File: src/rtl/timer_pkg.sv
// Shared constants for the timeout timer: FSM state encoding, mode values
// and default widths.
package timer_pkg;

  localparam int CNT_W_DEF = 16;
  localparam int PRE_W_DEF = 8;

  typedef enum logic [1:0] {
    ST_IDLE = 2'd0,
    ST_RUN  = 2'd1,
    ST_DONE = 2'd2
  } state_e;

  localparam logic MODE_ONESHOT  = 1'b0;
  localparam logic MODE_PERIODIC = 1'b1;

endpackage

File: src/rtl/timeout_timer_if.sv
// Control/status bundle between a protocol FSM (master) and the timeout
// timer (slave).
interface timeout_timer_if
  import timer_pkg::*;
#(
  parameter int CNT_W = CNT_W_DEF,
  parameter int PRE_W = PRE_W_DEF
);
  logic             cnt_en;
  logic             cnt_pulse;
  logic             restart;
  logic             mode;
  logic [CNT_W-1:0] limit;
  logic [PRE_W-1:0] prescale;
  logic             timeout;
  logic             expired;
  logic             busy;
  logic [CNT_W-1:0] count;

  modport master (
    output cnt_en, cnt_pulse, restart, mode, limit, prescale,
    input  timeout, expired, busy, count
  );

  modport slave (
    input  cnt_en, cnt_pulse, restart, mode, limit, prescale,
    output timeout, expired, busy, count
  );
endinterface

File: src/rtl/timer_prescaler.sv
// Pulse divider: tick_out strobes combinationally on every (div+1)-th
// pulse_in; clr returns the divider to its first pulse.
module timer_prescaler #(
  parameter int PRE_W = 8
) (
  input  logic             clk,
  input  logic             rst_n,
  input  logic             clr,
  input  logic             pulse_in,
  input  logic [PRE_W-1:0] div,
  output logic             tick_out
);
  logic [PRE_W-1:0] cnt_q, cnt_d;

  assign tick_out = pulse_in && (cnt_q == div);

  always_comb begin
    cnt_d = cnt_q;
    if (clr)
      cnt_d = '0;
    else if (pulse_in)
      cnt_d = tick_out ? '0 : cnt_q + PRE_W'(1);
  end

  always_ff @(posedge clk) begin
    if (!rst_n)
      cnt_q <= '0;
    else
      cnt_q <= cnt_d;
  end
endmodule

File: src/rtl/timeout_timer.sv
// Programmable tick-counting timeout timer with one-shot/periodic modes.
// Define TIMER_PRESCALE_EN to divide cnt_pulse by (prescale + 1).
module timeout_timer
  import timer_pkg::*;
#(
  parameter int CNT_W = CNT_W_DEF,
  parameter int PRE_W = PRE_W_DEF
) (
  input  logic          sys_clk,
  input  logic          sys_rst_n,
  timeout_timer_if.slave tif
);
  state_e           state_q, state_d;
  logic [CNT_W-1:0] count_q, count_d;
  logic [CNT_W-1:0] limit_q, limit_d;
  logic             mode_q, mode_d;
  logic             expired_q, expired_d;
  logic             timeout_q, timeout_d;
  logic             tick;
  logic [CNT_W-1:0] cnt_inc;
  logic             terminal;

  // A limit of zero would never match an incremented count; treat it as one.
  function automatic logic [CNT_W-1:0] clamp_limit(input logic [CNT_W-1:0] l);
    return (l == '0) ? CNT_W'(1) : l;
  endfunction

`ifdef TIMER_PRESCALE_EN
  logic [PRE_W-1:0] pre_q, pre_d;
  logic             pre_clr;

  assign pre_clr = !tif.cnt_en || tif.restart || (state_q != ST_RUN);
  assign pre_d   = (state_q == ST_IDLE || tif.restart) ? tif.prescale : pre_q;

  always_ff @(posedge sys_clk) begin
    if (!sys_rst_n)
      pre_q <= '0;
    else if (tif.cnt_en)
      pre_q <= pre_d;
  end

  timer_prescaler #(.PRE_W(PRE_W)) u_prescaler (
    .clk      (sys_clk),
    .rst_n    (sys_rst_n),
    .clr      (pre_clr),
    .pulse_in (tif.cnt_pulse),
    .div      (pre_q),
    .tick_out (tick)
  );
`else
  logic [PRE_W-1:0] unused_prescale;
  assign unused_prescale = tif.prescale;
  assign tick            = tif.cnt_pulse;
`endif

  // count < limit_q always holds in RUN, so the increment cannot overflow
  assign cnt_inc  = count_q + CNT_W'(1);
  assign terminal = tick && (cnt_inc == limit_q);

  always_ff @(posedge sys_clk) begin
    if (!sys_rst_n)
      state_q <= ST_IDLE;
    else
      state_q <= state_d;
  end

  always_comb begin
    state_d = state_q;
    if (!tif.cnt_en) begin
      state_d = ST_IDLE;
    end else begin
      case (state_q)
        ST_IDLE: state_d = ST_RUN;
        ST_RUN: begin
          if (tif.restart)
            state_d = ST_RUN;
          else if (terminal && mode_q == MODE_ONESHOT)
            state_d = ST_DONE;
        end
        ST_DONE: if (tif.restart) state_d = ST_RUN;
        default: state_d = ST_IDLE;
      endcase
    end
  end

  always_comb begin
    count_d   = count_q;
    limit_d   = limit_q;
    mode_d    = mode_q;
    expired_d = expired_q;
    timeout_d = 1'b0;
    if (!tif.cnt_en) begin
      count_d   = '0;
      expired_d = 1'b0;
    end else if (state_q == ST_IDLE || tif.restart) begin
      // Entering or re-entering RUN: latch configuration, discard any tick.
      count_d   = '0;
      expired_d = 1'b0;
      limit_d   = clamp_limit(tif.limit);
      mode_d    = tif.mode;
    end else if (state_q == ST_RUN && tick) begin
      if (cnt_inc == limit_q) begin
        timeout_d = 1'b1;
        if (mode_q == MODE_PERIODIC) begin
          count_d = '0;
        end else begin
          count_d   = limit_q;
          expired_d = 1'b1;
        end
      end else begin
        count_d = cnt_inc;
      end
    end
  end

  always_ff @(posedge sys_clk) begin
    if (!sys_rst_n) begin
      count_q   <= '0;
      limit_q   <= '0;
      mode_q    <= MODE_ONESHOT;
      expired_q <= 1'b0;
      timeout_q <= 1'b0;
    end else begin
      count_q   <= count_d;
      limit_q   <= limit_d;
      mode_q    <= mode_d;
      expired_q <= expired_d;
      timeout_q <= timeout_d;
    end
  end

  always_comb begin
    tif.busy    = (state_q == ST_RUN);
    tif.timeout = timeout_q;
    tif.expired = expired_q;
    tif.count   = count_q;
  end
endmodule

File: src/flat_wrapper.sv
// flat-port wrapper written by rule: the top's interface ports become plain ports
module timeout_timer_flat import timer_pkg::*;
#(
  parameter int CNT_W = CNT_W_DEF,
  parameter int PRE_W = PRE_W_DEF
)
  (sys_clk, sys_rst_n, tif_cnt_en, tif_cnt_pulse, tif_restart, tif_mode, tif_limit, tif_prescale, tif_timeout, tif_expired, tif_busy, tif_count);
  timeout_timer_if #(.CNT_W(CNT_W), .PRE_W(PRE_W)) tif_i ();
  input  logic sys_clk;
  input  logic sys_rst_n;
  input wire logic [$bits(tif_i.cnt_en)-1:0] tif_cnt_en;
  input wire logic [$bits(tif_i.cnt_pulse)-1:0] tif_cnt_pulse;
  input wire logic [$bits(tif_i.restart)-1:0] tif_restart;
  input wire logic [$bits(tif_i.mode)-1:0] tif_mode;
  input wire logic [$bits(tif_i.limit)-1:0] tif_limit;
  input wire logic [$bits(tif_i.prescale)-1:0] tif_prescale;
  output wire logic [$bits(tif_i.timeout)-1:0] tif_timeout;
  output wire logic [$bits(tif_i.expired)-1:0] tif_expired;
  output wire logic [$bits(tif_i.busy)-1:0] tif_busy;
  output wire logic [$bits(tif_i.count)-1:0] tif_count;
  assign tif_i.cnt_en = tif_cnt_en;
  assign tif_i.cnt_pulse = tif_cnt_pulse;
  assign tif_i.restart = tif_restart;
  assign tif_i.mode = tif_mode;
  assign tif_i.limit = tif_limit;
  assign tif_i.prescale = tif_prescale;
  assign tif_timeout = tif_i.timeout;
  assign tif_expired = tif_i.expired;
  assign tif_busy = tif_i.busy;
  assign tif_count = tif_i.count;
  timeout_timer #(.CNT_W(CNT_W), .PRE_W(PRE_W)) u_core (.sys_clk(sys_clk), .sys_rst_n(sys_rst_n), .tif(tif_i));
endmodule
File: config.mk
export PLATFORM = sky130hd
export DESIGN_NAME = timeout_timer_flat
export DESIGN_NICKNAME = d
export VERILOG_FILES = /design/src/rtl/timer_pkg.sv /design/src/rtl/timeout_timer_if.sv /design/src/rtl/timer_prescaler.sv /design/src/rtl/timeout_timer.sv /design/src/flat_wrapper.sv
export SDC_FILE = /design/constraint.sdc
export NUM_CORES = 1
export LEC_CHECK = 0
export CAP_MARGIN = 40
export CORE_MARGIN = 2
export CORE_UTILIZATION = 45
export DETAILED_ROUTE_END_ITERATION = 8
export PLACE_DENSITY = 0.79
export SYNTH_ARGS = -nofsm -noshare
export SYNTH_HDL_FRONTEND = slang
export SYNTH_SLANG_ARGS = --single-unit
File: constraint.sdc
create_clock -name sys_clk -period 5.2 [get_ports sys_clk]
set_clock_uncertainty 0.05 [all_clocks]
set_input_delay 1.3 -clock sys_clk [delete_from_list [all_inputs] [get_ports sys_clk]]
set_output_delay 1.3 -clock sys_clk [all_outputs]
set_load 0.01 [all_outputs]
==> results.sh, run 1 <==
export IMPL_critPathLaunch="u_core.tif.count[5]"
export IMPL_switching_share=0.256
export IMPL_grt_overflow=0
export IMPL_synth_nets=339
export IMPL_synth_most_common_cell="nand2_1"
export IMPL_grt_pass1_vias=2158
export IMPL_die_area_sq_um=6010
export IMPL_power_uw=654
export IMPL_routabilityCongestion=0.912
export IMPL_slowest_delay_ns=0.70
export IMPL_drtIter0Drc=172
export IMPL_ys_types=57
export IMPL_synth_edf_count=0
export IMPL_synthTopCellsByCount="nand2_1, dfxtp_1, a21boi_0, xnor2_1, nor3_1"
export IMPL_slew_violations=0
export IMPL_fin_hold_ws_ns=0.400
export IMPL_antenna_cells=0
export IMPL_period_minus_slack_ns=3.68
export IMPL_vias=2470
export IMPL_vias_per_cell=6.04
export IMPL_crit_family="simple AND/OR/NAND/NOR gates"
export IMPL_fmax_mhz=272
export IMPL_max_vdd_ir_drop_uv=158
export IMPL_cp_data_arrival_time_ns=3.85
export IMPL_rows=26
export IMPL_grt_pass1_wl_um=10500
export IMPL_endpoint_kind="register"
export IMPL_min_delay_path_depth=2
export IMPL_final_cells=409
export IMPL_path_buf_inv=0
export IMPL_syn_avg_cell_area_sq_um=7.90
export IMPL_place_ws_ns=1.56
export IMPL_setup_tns_ns=0
export IMPL_cts_root_buf="clkbuf_8"
export IMPL_fill_cells=467
export IMPL_cts_hold_buffers_added=0
export IMPL_hold_class="reg -> reg"
export IMPL_hold_viol=0
export IMPL_yosys_top_cells_area="dfxtp_1, nand2_1, xnor2_1"
export IMPL_cts_setup_buffers=0
export IMPL_whs_endpoint="u_core.tif.expired"
export IMPL_cts_clk_slew_worst_paths_ns=0.09
export IMPL_crit_chain="nand4_2 > or4_1 > xnor2_1 > or4b_1 > or4_4 > or3_4 > a211oi_2"
export IMPL_drc_errors=0
export IMPL_dp_cells=401
export IMPL_rr_startpoint="u_core.tif.count[5]"
export IMPL_ios=49
export IMPL_cts_sinks=37
export IMPL_antenna_found_initial=0
export IMPL_r2r_end="u_core.state_q[1]"
export IMPL_hpwl_um=4560
export IMPL_fp_dieW_um=77.5
export IMPL_period_share=0.708
export IMPL_ys_warn_count=0
export IMPL_drive_above_1_share=0.0560
export IMPL_yosysSeqAreaShare=0.305
export IMPL_nets=369
export IMPL_worstMarginPinSlew_ns=0.921
export IMPL_slowest_stage="or4b_1"
export IMPL_cts_resized=0
export IMPL_setup_viol_count_final=0
export IMPL_internal_power_uw=486
export IMPL_start_kind="register"
export IMPL_p_leak_nw=1.01
export IMPL_hold_start="u_core.tif.expired"
export IMPL_synth_top_cell_area_share=0.305
export IMPL_critical_path_required_ns=5.37
export IMPL_syn_area_sq_um=2430
export IMPL_seqPwrFrac=0.463
export IMPL_drv_cap=0
export IMPL_clock_latency_ns=0.30
export IMPL_async_flop_share=0
export IMPL_rsz0062_at_grt="false"
export IMPL_layout_setup_ws_ns=1.52
export IMPL_ys_seq_elements=37
export IMPL_initial_core_util=0.470
export IMPL_clock_power_share=0.412
export IMPL_portBuffers=40
export IMPL_synth_area_leader_cell="dfxtp_1"
export IMPL_worst_path_max_fanout=13
export IMPL_cts_buffer_depth=2
export IMPL_combPwrFrac=0.125
export IMPL_reg2reg_depth=7
export IMPL_max_slew_margin=0.386
export IMPL_postSynthCellCount=308
export IMPL_ant_nets=0
export IMPL_cts_inserted_buffers=5
export IMPL_path_class="reg -> reg"
export IMPL_grt_max_degree=25
export IMPL_wire_per_inst_um=15.4
export IMPL_p_sw_uw=167
export IMPL_core_sq_um=5170
export IMPL_drt_wl_total_um=6290
export IMPL_htreeDepth=2
export IMPL_die_y_um=77.5
export IMPL_tritoncts="done"
export IMPL_syn_to_final_growth_pct=22.2
export IMPL_grt_usage=0.215
export IMPL_r2r_slack_ns=1.52
export IMPL_ys_flop_type="dfxtp_1"
export IMPL_p_per_area_nw_per_um2=220
export IMPL_status="finished, final reports clean"
export IMPL_dr_pass1_iters=7
[sequential cells by signal (all words and copies together), names as in the netlist]
name	cells
u_core.state_q	2
u_core.limit_q	16
u_core.tif.expired	1
u_core.tif.count	16
u_core.mode_q	1
u_core.tif.timeout	1
[tightest hold or removal path: stages (launching register included)]
cell and delay (ns):
dfxtp_1 0.31, inv_1 0.05, a21oi_1 0.05
[layer usage]
metal  vias to the layer above  global-route usage  wire length [um]
met5                         -                   0                 0
met4                         0              0.0607                48
met1                      1152               0.282              2760
met2                       114               0.361              3000
met3                         8              0.0407               475
li1                       1196                   -                 -
[placed cells by master (no fill, tap or decap), types with 6 or more instances in the layout]
master            n
nand3_1          11
nand2_1          59
clkdlybuf4s50_1  40
o21ai_0          11
xor2_1           12
o41ai_1           6
nand4b_1          8
dfxtp_1          37
nor3_1           13
xnor2_1          16
a21boi_0         16
nor4_1            7
a21oi_1          12
clkbuf_8          6
[through the flow]
| step | util | cell area [sq um] |
|---|---|---|
| CTS | 0.575 | 2970 |
| detailed placement | 0.551 | 2850 |
| floorplan | - | 2430 |
| global placement | 0.551 | 2850 |
| global route | 0.575 | 2970 |
| finish | 0.575 | 2970 |
[cells by family (layout without fill, tap and decap cells)]
| kind of cell | Yosys count | in the layout | share of synthesized area |
|---|---|---|---|
| XOR/XNOR | 28 | 28 | 0.101 |
| flip-flops | 37 | 37 | 0.305 |
| adder cells (fa/ha/maj) | 1 | 1 | 0.00514 |
| buffers and inverters | 26 | 57 | 0.0484 |
| AO/OA/AOI/OAI | 72 | 72 | 0.210 |
| multiplexers | 1 | 1 | 0.00412 |
| AND/OR/NAND/NOR | 143 | 143 | 0.327 |
[power groups by stage]
stage	registers [mW]	clock network, mW	logic, mW
2_1_floorplan	0.304	0	0.0514
3_3_place_gp	0.309	0	0.0789
3_5_place_dp	0.309	0	0.0808
4_1_cts	0.302	0.271	0.0816
5_1_grt	0.304	0.284	0.0906
6_report	0.303	0.269	0.0818
[layout make-up]
cell class / count / area, sq um / area share
multi-input cells: 245 / 1570 / 0.530
flip-flops and latches: 37 / 741 / 0.249
repair buffers: 44 / 430 / 0.145
well taps: 70 / 87.6 / 0.0295
clock buffers: 6 / 82.6 / 0.0278
clock inverters: 2 / 37.5 / 0.0126
inverters: 5 / 18.8 / 0.00632
[worst max path at each step]
stage | to | slack [ns] | depth (start not counted)
2_1_floorplan | u_core.state_q[1] | 1.82 | 10
3_3_place_gp | u_core.state_q[1] | 1.58 | 7
3_5_place_dp | u_core.state_q[1] | 1.56 | 7
4_1_cts | u_core.state_q[1] | 1.52 | 7
5_1_grt | u_core.state_q[1] | 1.38 | 7
6_report | u_core.state_q[1] | 1.52 | 7
Power figures use the tool's default switching activity.
==> run 2: changes to the inputs <==
==> constraint.sdc (replaced) <==
create_clock -name sys_clk -period 3.6 [get_ports sys_clk]
set_clock_uncertainty 0.05 [all_clocks]
set_input_delay 0.9 -clock sys_clk [delete_from_list [all_inputs] [get_ports sys_clk]]
set_output_delay 0.9 -clock sys_clk [all_outputs]
set_load 0.01 [all_outputs]
==> run 2 against run 1 <==
Wire length up 8.0%. Critical path depth unchanged. Core utilization up 1.9 points. Non-clock buffer count up 14. Cell count up 3.4%. Sequential power up 44%. Die area unchanged. Clock-buffer cell count unchanged. Maximum frequency up 10%. Final area up 3.2%. Setup slack worse by 1.3 ns.
==> results.sh, run 2 (synthesis gave the netlist of run 1 again) <==
export IMPL_crit_end="u_core.state_q[1]"
export IMPL_dr_pass1_iters=4
export IMPL_worst_path_max_fanout=8
export IMPL_vias_per_cell=5.92
export IMPL_ant_nets=0
export IMPL_drt_wl_total_um=6800
export IMPL_grt_pass1_vias=2475
export IMPL_reg2reg_depth=7
export IMPL_ios=49
export IMPL_grt_max_degree=19
export IMPL_cts_root_buf="clkbuf_8"
export IMPL_endpoint_kind="register"
export IMPL_max_slew_margin=0.540
export IMPL_cp_data_arrival_time_ns=3.52
export IMPL_period_minus_slack_ns=3.35
export IMPL_fmax_mhz=299
export IMPL_cts_buffer_depth=2
export IMPL_drtIter0Drc=173
export IMPL_core_sq_um=5170
export IMPL_cts_resized=0
export IMPL_die_area_sq_um=6010
export IMPL_hold_viol=0
export IMPL_nets=383
export IMPL_cts_hold_buffers_added=0
export IMPL_rr_startpoint="u_core.tif.count[3]"
export IMPL_slowest_delay_ns=0.65
export IMPL_internal_power_uw=688
export IMPL_crit_chain="nand4_1 > or4_1 > xnor2_1 > or4b_1 > or4_4 > or3_4 > a211oi_2"
export IMPL_cts_sinks=37
export IMPL_antenna_found_initial=0
export IMPL_fp_dieW_um=77.5
export IMPL_start_kind="register"
export IMPL_cts_setup_buffers=0
export IMPL_routabilityCongestion=0.926
export IMPL_hold_class="reg -> reg"
export IMPL_critPathLaunch="u_core.tif.count[3]"
export IMPL_max_vdd_ir_drop_uv=222
export IMPL_power_uw=929
export IMPL_hold_start="u_core.tif.expired"
export IMPL_setup_viol_count_final=0
export IMPL_drv_cap=0
export IMPL_p_per_area_nw_per_um2=303
export IMPL_grt_overflow=0
export IMPL_seqPwrFrac=0.471
export IMPL_grt_usage=0.237
export IMPL_drc_errors=0
export IMPL_critical_path_required_ns=3.77
export IMPL_grt_pass1_wl_um=11600
export IMPL_drive_above_1_share=0.0907
export IMPL_final_cell_mix="nand2_1, clkdlybuf4s50_1, dfxtp_1, buf_4"
export IMPL_hpwl_um=5030
export IMPL_wire_per_inst_um=16.1
export IMPL_portBuffers=40
export IMPL_rsz0062_at_grt="false"
export IMPL_die_y_um=77.5
export IMPL_rows=26
export IMPL_final_common_cell="nand2_1"
export IMPL_final_cells=423
export IMPL_slowest_stage="or4b_1"
export IMPL_clock_latency_ns=0.29
export IMPL_combPwrFrac=0.133
export IMPL_clock_power_share=0.396
export IMPL_r2r_slack_ns=0.25
export IMPL_slew_violations=0
export IMPL_dp_cells=415
export IMPL_antenna_cells=0
export IMPL_syn_to_final_growth_pct=26.1
export IMPL_cts_inserted_buffers=5
export IMPL_tritoncts="done"
export IMPL_htreeDepth=2
export IMPL_period_share=0.930
export IMPL_cts_clk_slew_worst_paths_ns=0.08
export IMPL_vias=2504
export IMPL_setup_tns_ns=0
export IMPL_worstMarginPinSlew_ns=0.687
export IMPL_p_sw_uw=240
export IMPL_p_leak_nw=1.07
export IMPL_status="finished, final reports clean"
export IMPL_path_class="reg -> reg"
export IMPL_switching_share=0.259
export IMPL_initial_core_util=0.470
export IMPL_r2r_end="u_core.state_q[1]"
## run 2: cell count changes in the layout (fill, tap and decap cells not counted)
cell	previous run	this run
clkinvlp_4	1	0
clkinv_4	0	1
clkbuf_1	0	1
buf_4	4	18
clkbuf_8	6	5
## run 2: final cells by class
cell class / count / area (sq um)
clock buffers: 6 / 72.6
clock inverters: 2 / 38.8
fillers: 474 / 2100
inverters: 5 / 18.8
multi-input cells: 245 / 1570
flip-flops and latches: 37 / 741
well taps: 70 / 87.6
repair buffers: 58 / 536
## run 2: through the flow
step | hold slack [ns] | setup WS, ns | util | cell area (sq um)
finish | 0.411 | 0.253 | 0.593 | 3070
detailed placement | 0.402 | 0.297 | 0.572 | 2960
floorplan | 0.414 | 0.219 | - | 2430
CTS | 0.413 | 0.262 | 0.593 | 3070
global placement | 0.386 | 0.347 | 0.572 | 2960
global route | 0.449 | 0.0826 | 0.593 | 3070
## run 2: power groups by stage
stage                     clock [mW]  combinational (mW)  sequential [mW]
after floorplan                    0              0.0742            0.440
after global placement             0               0.119            0.446
after detailed placement           0               0.121            0.446
after CTS                      0.368               0.122            0.437
after global routing           0.393               0.135            0.439
final                          0.368               0.123            0.437
## run 2: how the worst min path moves through the flow
| stage | endpoint | slack (ns) | cells past startpoint |
|---|---|---|---|
| 6_report | u_core.tif.expired | 0.41 | 2 |
| 3_5_place_dp | u_core.tif.expired | 0.40 | 2 |
| 5_1_grt | u_core.tif.expired | 0.45 | 2 |
| 3_3_place_gp | u_core.tif.expired | 0.39 | 2 |
| 2_1_floorplan | u_core.limit_q[1] | 0.41 | 2 |
| 4_1_cts | u_core.tif.expired | 0.41 | 2 |
## run 2: per-layer routing
metal,part of all wire,GRT usage,wire [um],vias to the layer above
met5,0,0,0,-
met4,0.019,0.0893,131,0
met3,0.067,0.0419,453,14
met2,0.49,0.405,3310,110
met1,0.43,0.297,2900,1158
li1,-,-,-,1222
## run 2: critical path, delay by kind of cell (launching register included)
| kind | cells | cell delay [ns] |
|---|---|---|
| simple gates | 5 | 2.39 |
| flops | 1 | 0.48 |
| xor+xnor | 1 | 0.18 |
| compound gates | 1 | 0.17 |
==> run 3: changes to the inputs <==
--- a/config.mk
+++ b/config.mk
@@ -5,10 +5,13 @@
 export SDC_FILE = /design/constraint.sdc
 export NUM_CORES = 1
 export LEC_CHECK = 0
+export ABC_CLOCK_PERIOD_IN_PS = 3600
 export CAP_MARGIN = 40
 export CORE_MARGIN = 2
 export CORE_UTILIZATION = 45
+export CTS_BUF_LIST = sky130_fd_sc_hd__clkbuf_8
 export DETAILED_ROUTE_END_ITERATION = 8
+export GPL_ROUTABILITY_DRIVEN = 0
 export PLACE_DENSITY = 0.79
 export SYNTH_ARGS = -nofsm -noshare
 export SYNTH_HDL_FRONTEND = slang
==> run 3 against run 2 <==
Clock power about the same. Register-to-register slack about the same. Combinational power about the same. Critical endpoint is now u_core.tif.count[11]. Highest routed layer unchanged.
==> results.sh, run 3 (synthesis gave the netlist of run 1 again) <==
export IMPL_syn_to_final_growth_pct=26.4
export IMPL_drc_errors=0
export IMPL_seqPwrFrac=0.471
export IMPL_endpoint_kind="register"
export IMPL_hold_class="reg -> reg"
export IMPL_antenna_found_initial=0
export IMPL_status="finished, final reports clean"
export IMPL_grt_pass1_wl_um=11300
export IMPL_vias=2544
export IMPL_critical_path_required_ns=3.79
export IMPL_hpwl_um=5070
export IMPL_grt_max_degree=19
export IMPL_max_slew_margin=0.521
export IMPL_drv_cap=0
export IMPL_clock_latency_ns=0.29
export IMPL_slew_violations=0
export IMPL_cts_inserted_buffers=5
export IMPL_cts_setup_buffers=0
export IMPL_initial_core_util=0.470
export IMPL_final_common_cell="nand2_1"
export IMPL_p_sw_uw=242
export IMPL_setup_viol_count_final=0
export IMPL_p_per_area_nw_per_um2=302
export IMPL_drive_above_1_share=0.0932
export IMPL_wire_per_inst_um=16.1
export IMPL_switching_share=0.261
export IMPL_path_class="reg -> reg"
export IMPL_cp_data_arrival_time_ns=3.53
export IMPL_cts_resized=0
export IMPL_dr_pass1_iters=5
export IMPL_cts_buffer_depth=2
export IMPL_drtIter0Drc=192
export IMPL_max_vdd_ir_drop_uv=228
export IMPL_antenna_cells=0
export IMPL_rows=26
export IMPL_clock_power_share=0.396
export IMPL_cts_sinks=37
export IMPL_start_kind="register"
export IMPL_grt_overflow=0
export IMPL_fill_cells=469
export IMPL_fp_dieW_um=77.5
export IMPL_period_share=0.929
export IMPL_hold_viol=0
export IMPL_combPwrFrac=0.132
export IMPL_cts_clk_slew_worst_paths_ns=0.08
export IMPL_multi_input_area_sq_um=1570
export IMPL_regArea_sq_um=741
export IMPL_cts_root_buf="clkbuf_8"
export IMPL_fmax_mhz=299
export IMPL_nets=384
export IMPL_die_y_um=77.5
export IMPL_tritoncts="done"
export IMPL_period_minus_slack_ns=3.35
export IMPL_worst_path_max_fanout=10
export IMPL_final_cell_mix="nand2_1, clkdlybuf4s50_1, dfxtp_1, buf_4"
export IMPL_worstMarginPinSlew_ns=0.716
export IMPL_rsz0062_at_grt="false"
export IMPL_htreeDepth=2
export IMPL_p_leak_nw=1.08
export IMPL_grt_usage=0.233
export IMPL_vias_per_cell=6.00
export IMPL_internal_power_uw=685
export IMPL_grt_pass1_vias=2388
export IMPL_fin_hold_ws_ns=0.400
export IMPL_portBuffers=40
export IMPL_core_sq_um=5170
export IMPL_die_area_sq_um=6010
export IMPL_drt_wl_total_um=6810
export IMPL_cts_hold_buffers_added=0
export IMPL_ios=49
export IMPL_setup_tns_ns=0
export IMPL_ant_nets=0
==> run 3: changes by cell type in the layout (fill, tap and decap cells not counted) <==
cell	previous run	this run
buf_4	18	19
clkbuf_1	1	0
inv_1	5	6
==> run 3: through the flow <==
stage | std cells | util | instance area [sq um] | setup slack (ns) | power [mW]
after global routing | 424 | 0.595 | 3080 | 0.0461 | 0.962
after floorplan | 308 | - | 2430 | 0.219 | 0.514
after CTS | 424 | 0.595 | 3080 | 0.285 | 0.931
final | 424 | 0.595 | 3080 | 0.254 | 0.928
after detailed placement | 416 | 0.573 | 2960 | 0.300 | 0.567
after global placement | 416 | 0.573 | 2960 | 0.345 | 0.564
==> run 3: power by group through the flow <==
stage                     registers, mW  logic, mW  clock network [mW]
after floorplan                   0.440     0.0742                   0
after CTS                         0.436      0.121               0.373
after global routing              0.439      0.136               0.387
final                             0.437      0.123               0.368
after global placement            0.446      0.118                   0
after detailed placement          0.446      0.120                   0
==> run 3: path summary, 6_finish.rpt <==
path              cells after the start  slack (ns)                    to                 from
setup / recovery                      8        0.25  u_core.tif.count[11]  u_core.tif.count[0]
hold / removal                        2        0.40    u_core.tif.expired   u_core.tif.expired
setup reg to reg                      8        0.25  u_core.tif.count[11]  u_core.tif.count[0]
hold reg to reg                       2        0.40    u_core.tif.expired   u_core.tif.expired
==> run 3: layout make-up <==
cell class / count / area share
timing repair buffer: 59 / 0.177
clock inverter: 3 / 0.0138
sequential: 37 / 0.241
multi-input combinational: 245 / 0.512
clock buffer: 5 / 0.0224
inverter: 5 / 0.00610
tap: 70 / 0.0285
==> run 3: worst max-delay path, stage by stage (launching register included) <==
cell and delay [ns]:
dfxtp_1 0.47, nand4_1 0.18, or4_1 0.59, xnor2_1 0.17, or4b_1 0.63, nor4_1 0.45, buf_4 0.27, and2_1 0.29
a22o_1 0.18
==> run 3: layer usage <==
layer,up-vias,part of all wire,global-route usage
li1,1221,-,-
met2,135,0.48,0.407
met5,-,0,0
met4,0,0.016,0.0786
met1,1171,0.42,0.288
met3,17,0.081,0.0407
